--- src/rtl/trace_capture_pkg.sv ---
// rtl/trace_capture_pkg.sv - shared scope definitions: acquisition states, trace geometry, row mapping
package trace_capture_pkg;

  localparam int DEPTH_DEF    = 640;
  localparam int TIMEOUT_DEF  = 65535;
  localparam int Y_OFFSET_DEF = 431;
  localparam int INDEX_W      = 10;

  typedef enum logic [1:0] {
    IDLE    = 2'd0,
    ARMED   = 2'd1,
    CAPTURE = 2'd2,
    DONE    = 2'd3
  } scopeState_t;

  // Larger ADC values sit higher on screen, i.e. at smaller row numbers.
  function automatic logic [8:0] toRow(input logic [8:0] yOffset, input logic [7:0] s);
    return yOffset - {1'b0, s};
  endfunction

endpackage

--- src/rtl/trace_capture_trig_detect.sv ---
// rtl/trace_capture_trig_detect.sv - slope trigger: previous-sample register and first-sample guard
module trig_detect (
  input  logic       clk,
  input  logic       rst_n,
  input  logic       clear,
  input  logic       accept,
  input  logic [7:0] sample,
  input  logic [7:0] trigLevel,
  input  logic       trigRising,
  output logic       hit
);

  logic [7:0] prev;
  logic       primed;

  // primed drops whenever we leave ARMED so the first sample of a new arming only seeds prev.
  always_ff @(posedge clk or negedge rst_n) begin
    if (!rst_n) begin
      prev   <= '0;
      primed <= 1'b0;
    end else if (clear) begin
      primed <= 1'b0;
    end else if (accept) begin
      prev   <= sample;
      primed <= 1'b1;
    end
  end

  assign hit = primed && (trigRising ? (prev < trigLevel && sample >= trigLevel)
                                     : (prev > trigLevel && sample <= trigLevel));

endmodule

--- src/rtl/trace_capture.sv ---
// rtl/trace_capture.sv - oscilloscope trace acquisition into a double-buffered trace RAM
module trace_capture
  import trace_capture_pkg::*;
#(
  parameter int DEPTH    = DEPTH_DEF,
  parameter int TIMEOUT  = TIMEOUT_DEF,
  parameter int Y_OFFSET = Y_OFFSET_DEF
) (
  input  logic        clk,
  input  logic        rst_n,
  input  logic        sample_valid,
  input  logic [7:0]  sample,
  input  logic [7:0]  trig_level,
  input  logic        trig_rising,
  input  logic        run,
  input  logic        auto_trig,
  input  logic        vsync,
  output logic        ram_we,
  output logic [10:0] ram_waddr,
  output logic [8:0]  ram_wdata,
  output logic        rd_bank,
  output logic        busy
);

  localparam int CNT_W = $clog2(TIMEOUT + 1);

  scopeState_t          state, nextState;
  logic [INDEX_W-1:0]   index;
  logic [CNT_W-1:0]     toCount;
  logic                 vsyncQ;
  logic                 vsyncEdge;
  logic                 trigHit;
  logic                 timedOut;
  logic                 doWrite;
  logic                 lastIndex;

  assign vsyncEdge = vsync && !vsyncQ;
  assign timedOut  = auto_trig && (toCount == CNT_W'(TIMEOUT));
  assign lastIndex = (index == INDEX_W'(DEPTH - 1));
  assign busy      = (state != IDLE);

  trig_detect uTrig (
    .clk        (clk),
    .rst_n      (rst_n),
    .clear      (state != ARMED),
    .accept     (sample_valid && state == ARMED),
    .sample     (sample),
    .trigLevel  (trig_level),
    .trigRising (trig_rising),
    .hit        (trigHit)
  );

  always_ff @(posedge clk or negedge rst_n) begin
    if (!rst_n) state <= IDLE;
    else        state <= nextState;
  end

  always_comb begin
    nextState = state;
    doWrite   = 1'b0;
    case (state)
      IDLE: begin
        if (run) nextState = ARMED;
      end
      ARMED: begin
        if (!run) begin
          nextState = IDLE;
        end else if (sample_valid && (trigHit || timedOut)) begin
          doWrite   = 1'b1;
          nextState = CAPTURE;
        end
      end
      CAPTURE: begin
        // run is deliberately ignored here: a started trace always completes.
        if (sample_valid) begin
          doWrite = 1'b1;
          if (lastIndex) nextState = DONE;
        end
      end
      DONE: begin
        if (vsyncEdge) nextState = run ? ARMED : IDLE;
      end
      default: nextState = IDLE;
    endcase
  end

  // index is always 0 while ARMED, so the triggering sample lands at index 0 without special casing.
  always_ff @(posedge clk or negedge rst_n) begin
    if (!rst_n) begin
      vsyncQ    <= 1'b0;
      rd_bank   <= 1'b0;
      index     <= '0;
      toCount   <= '0;
      ram_we    <= 1'b0;
      ram_waddr <= '0;
      ram_wdata <= '0;
    end else begin
      vsyncQ <= vsync;
      ram_we <= doWrite;
      if (doWrite) begin
        ram_waddr <= {~rd_bank, index};
        ram_wdata <= toRow(9'(Y_OFFSET), sample);
        index     <= lastIndex ? '0 : index + INDEX_W'(1);
      end
      if (state != ARMED) begin
        toCount <= '0;
      end else if (sample_valid && !timedOut && toCount != CNT_W'(TIMEOUT)) begin
        toCount <= toCount + CNT_W'(1);
      end
      // Only a finished trace may be handed to the display, and only at frame start.
      if (state == DONE && vsyncEdge) rd_bank <= ~rd_bank;
    end
  end

endmodule
--- config.mk ---
export PLATFORM = sky130hd
export DESIGN_NAME = trace_capture
export DESIGN_NICKNAME = d
export VERILOG_FILES = /design/src/rtl/trace_capture_pkg.sv /design/src/rtl/trace_capture_trig_detect.sv /design/src/rtl/trace_capture.sv
export SDC_FILE = /design/constraint.sdc
export NUM_CORES = 1
export LEC_CHECK = 0
export ABC_AREA = 1
export CAP_MARGIN = 20
export CORE_MARGIN = 4
export CORE_UTILIZATION = 50
export CTS_CLUSTER_SIZE = 28
export DETAILED_ROUTE_END_ITERATION = 8
export PLACE_DENSITY = 0.74
export SLEW_MARGIN = 10
export SYNTH_ARGS = -nofsm -noshare
export SYNTH_HDL_FRONTEND = slang
export SYNTH_SLANG_ARGS = --single-unit
--- constraint.sdc ---
create_clock -name clk -period 4.25 [get_ports clk]
set_clock_uncertainty 0.2 [all_clocks]
set_input_delay 0.85 -clock clk [delete_from_list [all_inputs] [get_ports clk]]
set_output_delay 0.85 -clock clk [all_outputs]
set_load 0.01 [all_outputs]
==> qor.txt, run 1 <==
Placement Cell Area: 3897 µm²
Final Slew Violations: 0
Routed Wire Length: 6845 µm
CTS sink count: 60
DPL Wire Length: 5122 µm
Design area: 4094 µm²
Post-Syn Nets: 468
Clock transition at path regs: 60 ps
Mapped cell area: 3401 µm²
Crit path launch type: primary input
Logic gate share of total power: 34.2%
Final TNS setup: 0 ps
Largest area contributor in the netlist: dfrtp_1
I/O Pins: 46
Area delta synth->final: 20.38%
Initial antenna violation count: 0
Clock Tree Root: clkbuf_8
# port buffers: 45
Crit-path cells: clkdlybuf4s50_1 > ha_1 > nand2_1 > nor2_1 > nand4_1 > nand3_1 > nand2_1 > nand2_1 > nand3_1 > nand2_1 > nand2_1 > nand2_1 > nand2_2 > buf_12 > nand2_1 > o21ai_0
CTS Buf Count: 9
Postcts setup bufs: 0
Initial cell density of the core: 52.65%
Full die area: 8185 µm²
H-tree depth: 3
Nets: 517
First-pass GRT wire length: 11540 µm
HP Class: flip-flop to flip-flop
Commonest non-fill, non-tap cell in the layout: nand2_1
Max_cap viols: 0
Rel. slew slack: 62.70%
Reg2reg setup slack: 1750 ps
Switching pwr: 0.0006451 W
Via density: 5.009
CTS tree: done
Layout cells sized above 1: 7.595%
Ys Warns: 0
Most frequent cells in the layout: nand2_1 (124), dfrtp_1 (60), inv_1 (59)
Cell family with most CP delay: simple AND/OR/NAND/NOR gates
VDD IR max: 310.8 µV
Routed len/inst: 12.42 µm
Fillers: 573
Final setup vio count: 0
Pwr dens: 456.4 nW/µm²
CP max-delay cell: clkdlybuf4s50_1
Unique cell type count in the Yosys netlist: 33
Gr ovfl total: 0
Rows: 29
Sequential cell area: 1501 µm²
CP Class: primary input to flip-flop
# resized after CTS: 0
Register area share after synthesis: 44.15%
Post-synth top area share: 44.15%
Clock Path Buffers: 2
Flop pwr share: 41.7%
Cell with the most instances on the worst path: nand2_1
Worst Path Max Fanout: 38
Die H: 90.47 µm
Fin crit share: 75.30%
LEAKAGE: 1.983 nW
Final Hold Vio Count: 0
Critical path buffers and inverters: 2
Die W: 90.47 µm
Crit end category: flip-flop
DR pass1 iterations: 4
Worst skew pair latency: 340 ps
Global-route usage over all layers: 17.29%
Core area: 6459 µm²
Largest net degree at the start of global routing: 48
Initial DRC Count: 106
Synthesized flop and latch total: 60
Area of the multi-input gates: 1590 µm²
WP data required: 4260 ps
Unrepaired setup endpoints after global routing: false
Arr. time, crit path: 3210 ps
Mapped Cells: 421
Vias post-DR: 2760
Max Fclk: 312.5 MHz
Status: finished, final reports clean
Syn avg cell area: 8.078 µm²
Sw Share: 34.53%
Worst-Margin Slew: 559.5 ps
Most area-consuming cells after synthesis: dfrtp_1 (44%), nand2_1 (14%), ha_1 (8.8%)
Post-route ant nets: 0
Vias in the first global route: 2630
Min Tclk post-route: 3200 ps
Placer Congestion: 0.8410
DRC violations left: 0
Internal: 0.001223 W
Antenna cells: 0
Cts hold-fix bufs: 0
Clk network pwr share: 24.1%
Max stage delay on crit path: 530 ps
layout make-up:
class	instances	area share, %
Timing Repair Buffer	49	12.41
Tap cell	77	2.353
Clock buffer	13	3.881
Sequential cell	60	36.67
Clock inverter	2	0.2445
Inverter	61	5.593
Multi-Input combinational cell	289	38.84
cells by family (layout without fill, tap and decap cells):
family | Yosys count | after routing | synth area share [%]
AND/OR/NAND/NOR | 191 | 191 | 24.32
buffers and inverters | 72 | 125 | 9.087
adder cells (fa/ha/maj) | 24 | 24 | 8.830
flip-flops | 60 | 60 | 44.15
AO/OA/AOI/OAI | 60 | 60 | 10.01
XOR/XNOR | 14 | 14 | 3.606
metal layers:
metal	vias to the layer above	GRT usage (%)	routed length [µm]
met4	0	8.929	134
met1	1246	23.10	3452
met3	8	3.167	287
met2	65	26.74	2970
li1	1441	-	-
met5	-	0	0
final timing paths:
path | startpoint | endpoint | depth (start not counted)
worst max-delay path | sample[6] | index[3] | 16
worst min-delay path | ram_waddr[7] | ram_waddr[7] | 2
worst max register to register | uTrig.prev[3] | ram_waddr[8] | 17
worst min register to register | ram_waddr[7] | ram_waddr[7] | 2
max in group asynchronous | rst_n | state[0] | 2
min in group asynchronous | rst_n | ram_waddr[2] | 1
stage by stage:
step                power (W)  hold slack, ps  util, %  setup slack, ps  instances
floorplan            0.001161           247.8        -             1601        421
global route         0.002003           291.5    63.39            745.5        551
CTS                  0.001884           283.7    62.96             1051        550
detailed placement   0.001424           268.8    60.34            677.4        535
global placement     0.001405           263.1    60.34            770.4        535
finish               0.001868           279.5    63.39             1050        551
synth_stat cells:
master,count
o21a_1,1
nand3_2,1
a21o_1,1
or3_1,1
inv_1,59
buf_2,1
and2_1,1
nor4_1,3
buf_6,5
o21ai_1,15
nand3b_2,1
a21oi_1,13
inv_2,1
nor3_4,1
xnor2_1,5
nand3_1,16
o31ai_1,2
clkbuf_1,5
nor3_1,9
a21oi_2,1
xor2_1,9
nand4_1,6
clkinv_1,1
a311oi_1,1
o21ai_2,6
nor2_1,21
nor3_2,2
ha_1,24
nor2_2,2
nand2_2,3
o21ai_0,20
dfrtp_1,60
nand2_1,124
power groups by stage:
stage | Sequential, W | Clock, W | Combinational [W]
floorplan | 0.000797 | 0 | 0.000364
global placement | 0.000786 | 0 | 0.000620
detailed placement | 0.000788 | 0 | 0.000636
CTS | 0.000779 | 0.000464 | 0.000641
global route | 0.000794 | 0.000489 | 0.000720
finish | 0.000779 | 0.000451 | 0.000638
tightest hold or removal path, delay by kind of cell (launching register included):
| kind | cells | cell delay [ps] |
|---|---|---|
| DFF | 1 | 340 |
| AOI/OAI and AO/OA | 1 | 50 |
| and+or+nand+nor | 1 | 60 |
state kept, by name (all words and copies together), names as in the netlist, named ones only:
register and flops:
toCount 16, ram_waddr 11, index 10, ram_wdata 9
uTrig.prev 8, ram_we 1, rd_bank 1, state 1
uTrig.primed 1, vsyncQ 1
Power figures use the tool's default switching activity.
==> run 2: changes to the inputs <==
Clock period 4.25 ns to 3 ns, I/O delays scaled along.
==> qor.txt, run 2 (synthesized netlist as in run 1, its figures left out) <==
Status: finished, final reports clean
WP data required: 3020 ps
Most frequent cells in the layout: nand2_1 (124), dfrtp_1 (60), inv_1 (59)
Worst r2r src: uTrig.prev[7]
Postcts setup bufs: 0
CP Launch Point: trig_level[7]
Vias post-DR: 2804
CTS tree: done
Layout cells sized above 1: 8.750%
Placer Congestion: 0.9474
Crit end category: flip-flop
Via density: 5.034
Worst Path Max Fanout: 18
Switching pwr: 0.0009322 W
Reg2reg setup slack: 700 ps
LEAKAGE: 1.991 nW
Worst skew pair latency: 350 ps
Final setup vio count: 0
Routed Wire Length: 6881 µm
Flop pwr share: 41.9%
Sw Share: 35.16%
Logic gate share of total power: 34.0%
Placed Cells: 541
Die H: 90.47 µm
Crit path launch type: primary input
Area delta synth->final: 20.93%
Pwr dens: 644.7 nW/µm²
I/O Pins: 46
Final Hold Vio Count: 0
H-tree depth: 3
Clock Path Buffers: 2
Top Registers: toCount: 16 flops, ram_waddr: 11 flops, index: 10 flops
Fillers: 584
Clock Tree Root: clkbuf_8
Fin crit share: 89.59%
Cts hold-fix bufs: 0
Initial antenna violation count: 0
Max reg flops: 16
Initial DRC Count: 141
Setup WS post-layout: 312.4 ps
Arr. time, crit path: 2710 ps
CP endpoint: ram_wdata[6]
Placement Setup Slack: -14.24 ps
DR pass1 iterations: 4
Post-route ant nets: 0
Worst-Margin Slew: 753.6 ps
Die W: 90.47 µm
VDD IR max: 323.4 µV
CTS sink count: 60
Max Fclk: 372.1 MHz
Commonest non-fill, non-tap cell in the layout: nand2_1
Full die area: 8185 µm²
Initial cell density of the core: 52.65%
Rows: 29
Nets: 522
CTS Buf Count: 9
Rel. slew slack: 49.76%
Largest net degree at the start of global routing: 61
Non-Filler Instances: 557
Max_cap viols: 0
Global-route usage over all layers: 17.82%
Clk network pwr share: 24.0%
Clock transition at path regs: 70 ps
DRC violations left: 0
Reg2reg path depth: 15
DPL Wire Length: 5181 µm
Core area: 6459 µm²
Gr ovfl total: 0
First-pass GRT wire length: 11900 µm
# port buffers: 45
End of the worst register-to-register path: ram_wdata[6]
Min Tclk post-route: 2688 ps
Unrepaired setup endpoints after global routing: false
Final Slew Violations: 0
Vias in the first global route: 2641
Biggest register: toCount
Internal: 0.001719 W
Antenna cells: 0
# resized after CTS: 0
Routed len/inst: 12.35 µm
Post-layout util: 63.68%
CP Class: primary input to flip-flop
HP Class: primary input to asynchronous set/reset pin
[run 2: cell count changes in the layout (fill, tap and decap cells not counted)]
cell        delta
buf_16         -1
clkinvlp_4     +2
buf_4          +6
clkbuf_8       -1
[run 2: worst min-delay path by stage]
stage,start,to,slack [ps],cells after the start
floorplan,rst_n,asynchronous set/reset pin,100,0
global placement,ram_waddr[9],ram_waddr[9],270,2
finish,rst_n,ram_waddr[4],210,2
global route,rst_n,ram_waddr[3],280,2
CTS,rst_n,ram_waddr[4],240,2
detailed placement,ram_waddr[9],ram_waddr[9],270,2
[run 2: power by group through the flow]
stage                     clock [W]  combinational (W)  sequential [W]
final                      0.000638           0.000903         0.00111
after global routing       0.000694            0.00104         0.00114
after CTS                  0.000648           0.000914         0.00111
after detailed placement          0           0.000909         0.00112
after global placement            0           0.000880         0.00112
after floorplan                   0           0.000516         0.00113
[run 2: area by class of cell]
class                           instances  area, µm²  area share, %
Clock buffer                           12      145.1          3.529
Clock inverter                          4      25.02         0.6085
Multi-Input combinational cell        289       1590          38.67
Timing Repair Buffer                   54      525.5          12.78
Sequential cell                        60       1501          36.51
Tap cell                               77      96.34          2.343
Inverter                               61      229.0          5.567
[run 2: worst max-delay path: stages]
cell	delay, ps
clkdlybuf4s50_1	450
inv_1	50
ha_1	310
nand2_1	110
a21oi_1	160
nor2_1	70
a21oi_1	160
nand2_1	70
nand2_1	50
nand3_1	60
nand2_1	90
nand2_1	50
nand2_1	60
nand2_2	90
buf_4	200
nand2_1	70
o21ai_1	60
[run 2: through the flow]
| step | hold WS, ps | setup TNS [ps] | cell area [µm²] | total power (W) |
|---|---|---|---|---|
| 2_1_floorplan | 104.4 | 0 | 3401 | 0.001644 |
| 3_3_place_gp | 265.6 | 0 | 3943 | 0.002001 |
| 3_5_place_dp | 267.8 | -25.42 | 3943 | 0.002031 |
| 4_1_cts | 237.5 | 0 | 4113 | 0.002674 |
| 5_1_grt | 281.5 | 0 | 4113 | 0.002875 |
| 6_report | 208.7 | 0 | 4113 | 0.002652 |
[run 2: layer usage]
layer,part of all wire [%],wire (µm),GRT usage [%],up-vias
met5,0,0,0,-
met4,1.2,80,5.102,0
met3,4.6,314,5.000,5
met2,45,3118,27.98,56
met1,49,3368,24.02,1297
li1,-,-,-,1446
==> run 3: changes to the inputs <==
Settings changed: CAP_MARGIN 20 to default, CORE_UTILIZATION 50 to 45, PLACE_DENSITY 0.74 to 0.67.
==> qor.txt, run 3 (synthesized netlist as in run 1, its figures left out) <==
Min Tclk post-route: 2672 ps
DPL Wire Length: 5449 µm
Layout cells sized above 1: 9.544%
Full die area: 9012 µm²
Worst-Margin Slew: 657.2 ps
Final Hold Vio Count: 0
Gr ovfl total: 0
Fin crit share: 89.08%
Cts hold-fix bufs: 0
CTS Buf Count: 9
Total power: 0.002924 W
Post-layout util: 58.24%
I/O Pins: 46
VDD IR max: 274.1 µV
Final setup vio count: 0
Initial cell density of the core: 46.64%
HP Class: primary input to asynchronous set/reset pin
Final TNS setup: 0 ps
Placer Congestion: 0.8869
CTS tree: done
First-pass GRT wire length: 12320 µm
Max Fclk: 374.2 MHz
Antenna cells: 0
Pwr dens: 688.5 nW/µm²
Die W: 94.93 µm
# resized after CTS: 0
Max_cap viols: 0
Post-route ant nets: 0
Unrepaired setup endpoints after global routing: false
Area delta synth->final: 24.87%
LEAKAGE: 2.046 nW
# port buffers: 45
Status: finished, final reports clean
Rel. slew slack: 56.19%
Vias in the first global route: 2789
Commonest non-fill, non-tap cell in the layout: nand2_1
WP data required: 3050 ps
CTS sink count: 60
Die H: 94.93 µm
Global-route usage over all layers: 17.42%
Crit end category: flip-flop
Max reg flops: 16
Nets: 524
Postcts setup bufs: 0
Rows: 31
Routed len/inst: 12.23 µm
Worst skew pair latency: 340 ps
Hold_ws: 88.69 ps
Most frequent cells in the layout: nand2_1 (124), dfrtp_1 (60), inv_1 (59)
CP Class: primary input to flip-flop
Top Registers: toCount: 16 flops, ram_waddr: 11 flops, index: 10 flops
Final Slew Violations: 0
Via density: 4.843
DRC violations left: 0
Largest net degree at the start of global routing: 41
Crit path launch type: primary input
Initial antenna violation count: 0
Clock Path Buffers: 2
Clock transition at path regs: 70 ps
Clock Tree Root: clkbuf_8
Routed Wire Length: 7103 µm
Core area: 7292 µm²
DR pass1 iterations: 4
H-tree depth: 3
Vias post-DR: 2814
Arr. time, crit path: 2730 ps
Worst Path Max Fanout: 40
Initial DRC Count: 85
Biggest register: toCount
[run 3: cell types whose count changed in the layout (fill, tap and decap cells not counted), sizes merged]
cell	delta
clkinvlp	-1
buf	+2
bufinv	+3
clkbuf	-2
[run 3: worst paths after layout]
kind	start	endpoint	slack, ps	cells past startpoint
min in group clk	ram_waddr[6]	ram_waddr[6]	280	2
setup reg to reg	toCount[0]	toCount[12]	660	13
hold reg to reg	ram_waddr[6]	ram_waddr[6]	280	2
hold / removal	rst_n	ram_wdata[8]	90	1
max in group asynchronous	rst_n	rd_bank	1900	2
setup / recovery	trig_level[7]	index[9]	330	17
[run 3: cell type report]
| type | instances | area, µm² |
|---|---|---|
| clock buffers | 10 | 137.6 |
| clock inverters | 6 | 111.4 |
| fillers | 686 | 3045 |
| multi-input cells | 289 | 1590 |
| repair buffers | 56 | 553.0 |
| flip-flops and latches | 60 | 1501 |
| inverters | 61 | 229.0 |
| well taps | 99 | 123.9 |
[run 3: critical path: stages]
cell and delay (ps):
clkdlybuf4s50_1 460, inv_1 60, ha_1 290, nand2_1 90
a21oi_1 150, nor2_1 70, and2_1 150, nand2_1 60
nand2_1 40, nand3_1 70, nand2_1 80, nand2_1 70
nand2_1 50, nand2_2 100, buf_12 210, nand2_1 80
o21ai_1 90
[run 3: per-layer routing]
metal	up-vias	part of all wire, %	GRT usage, %
met4	0	1.5	5.769
met5	-	0	0
met3	12	3.6	4.303
met1	1306	46	22.22
li1	1446	-	-
met2	50	48	28.89
[run 3: report_power, final]
| group | leakage [nW] | internal, W | switching (W) |
|---|---|---|---|
| combinational | 1.12 | 0.000424 | 0.000491 |
| sequential | 0.801 | 0.000982 | 0.000128 |
| clock | 0.122 | 0.000574 | 0.000325 |
[run 3: stage by stage]
stage	setup slack [ps]	instance area [µm²]	instances
after floorplan	601.4	3401	421
after global placement	47.82	3998	565
after detailed placement	-18.50	3998	565
after CTS	307.4	4247	581
after global routing	103.0	4247	581
final	327.6	4247	581
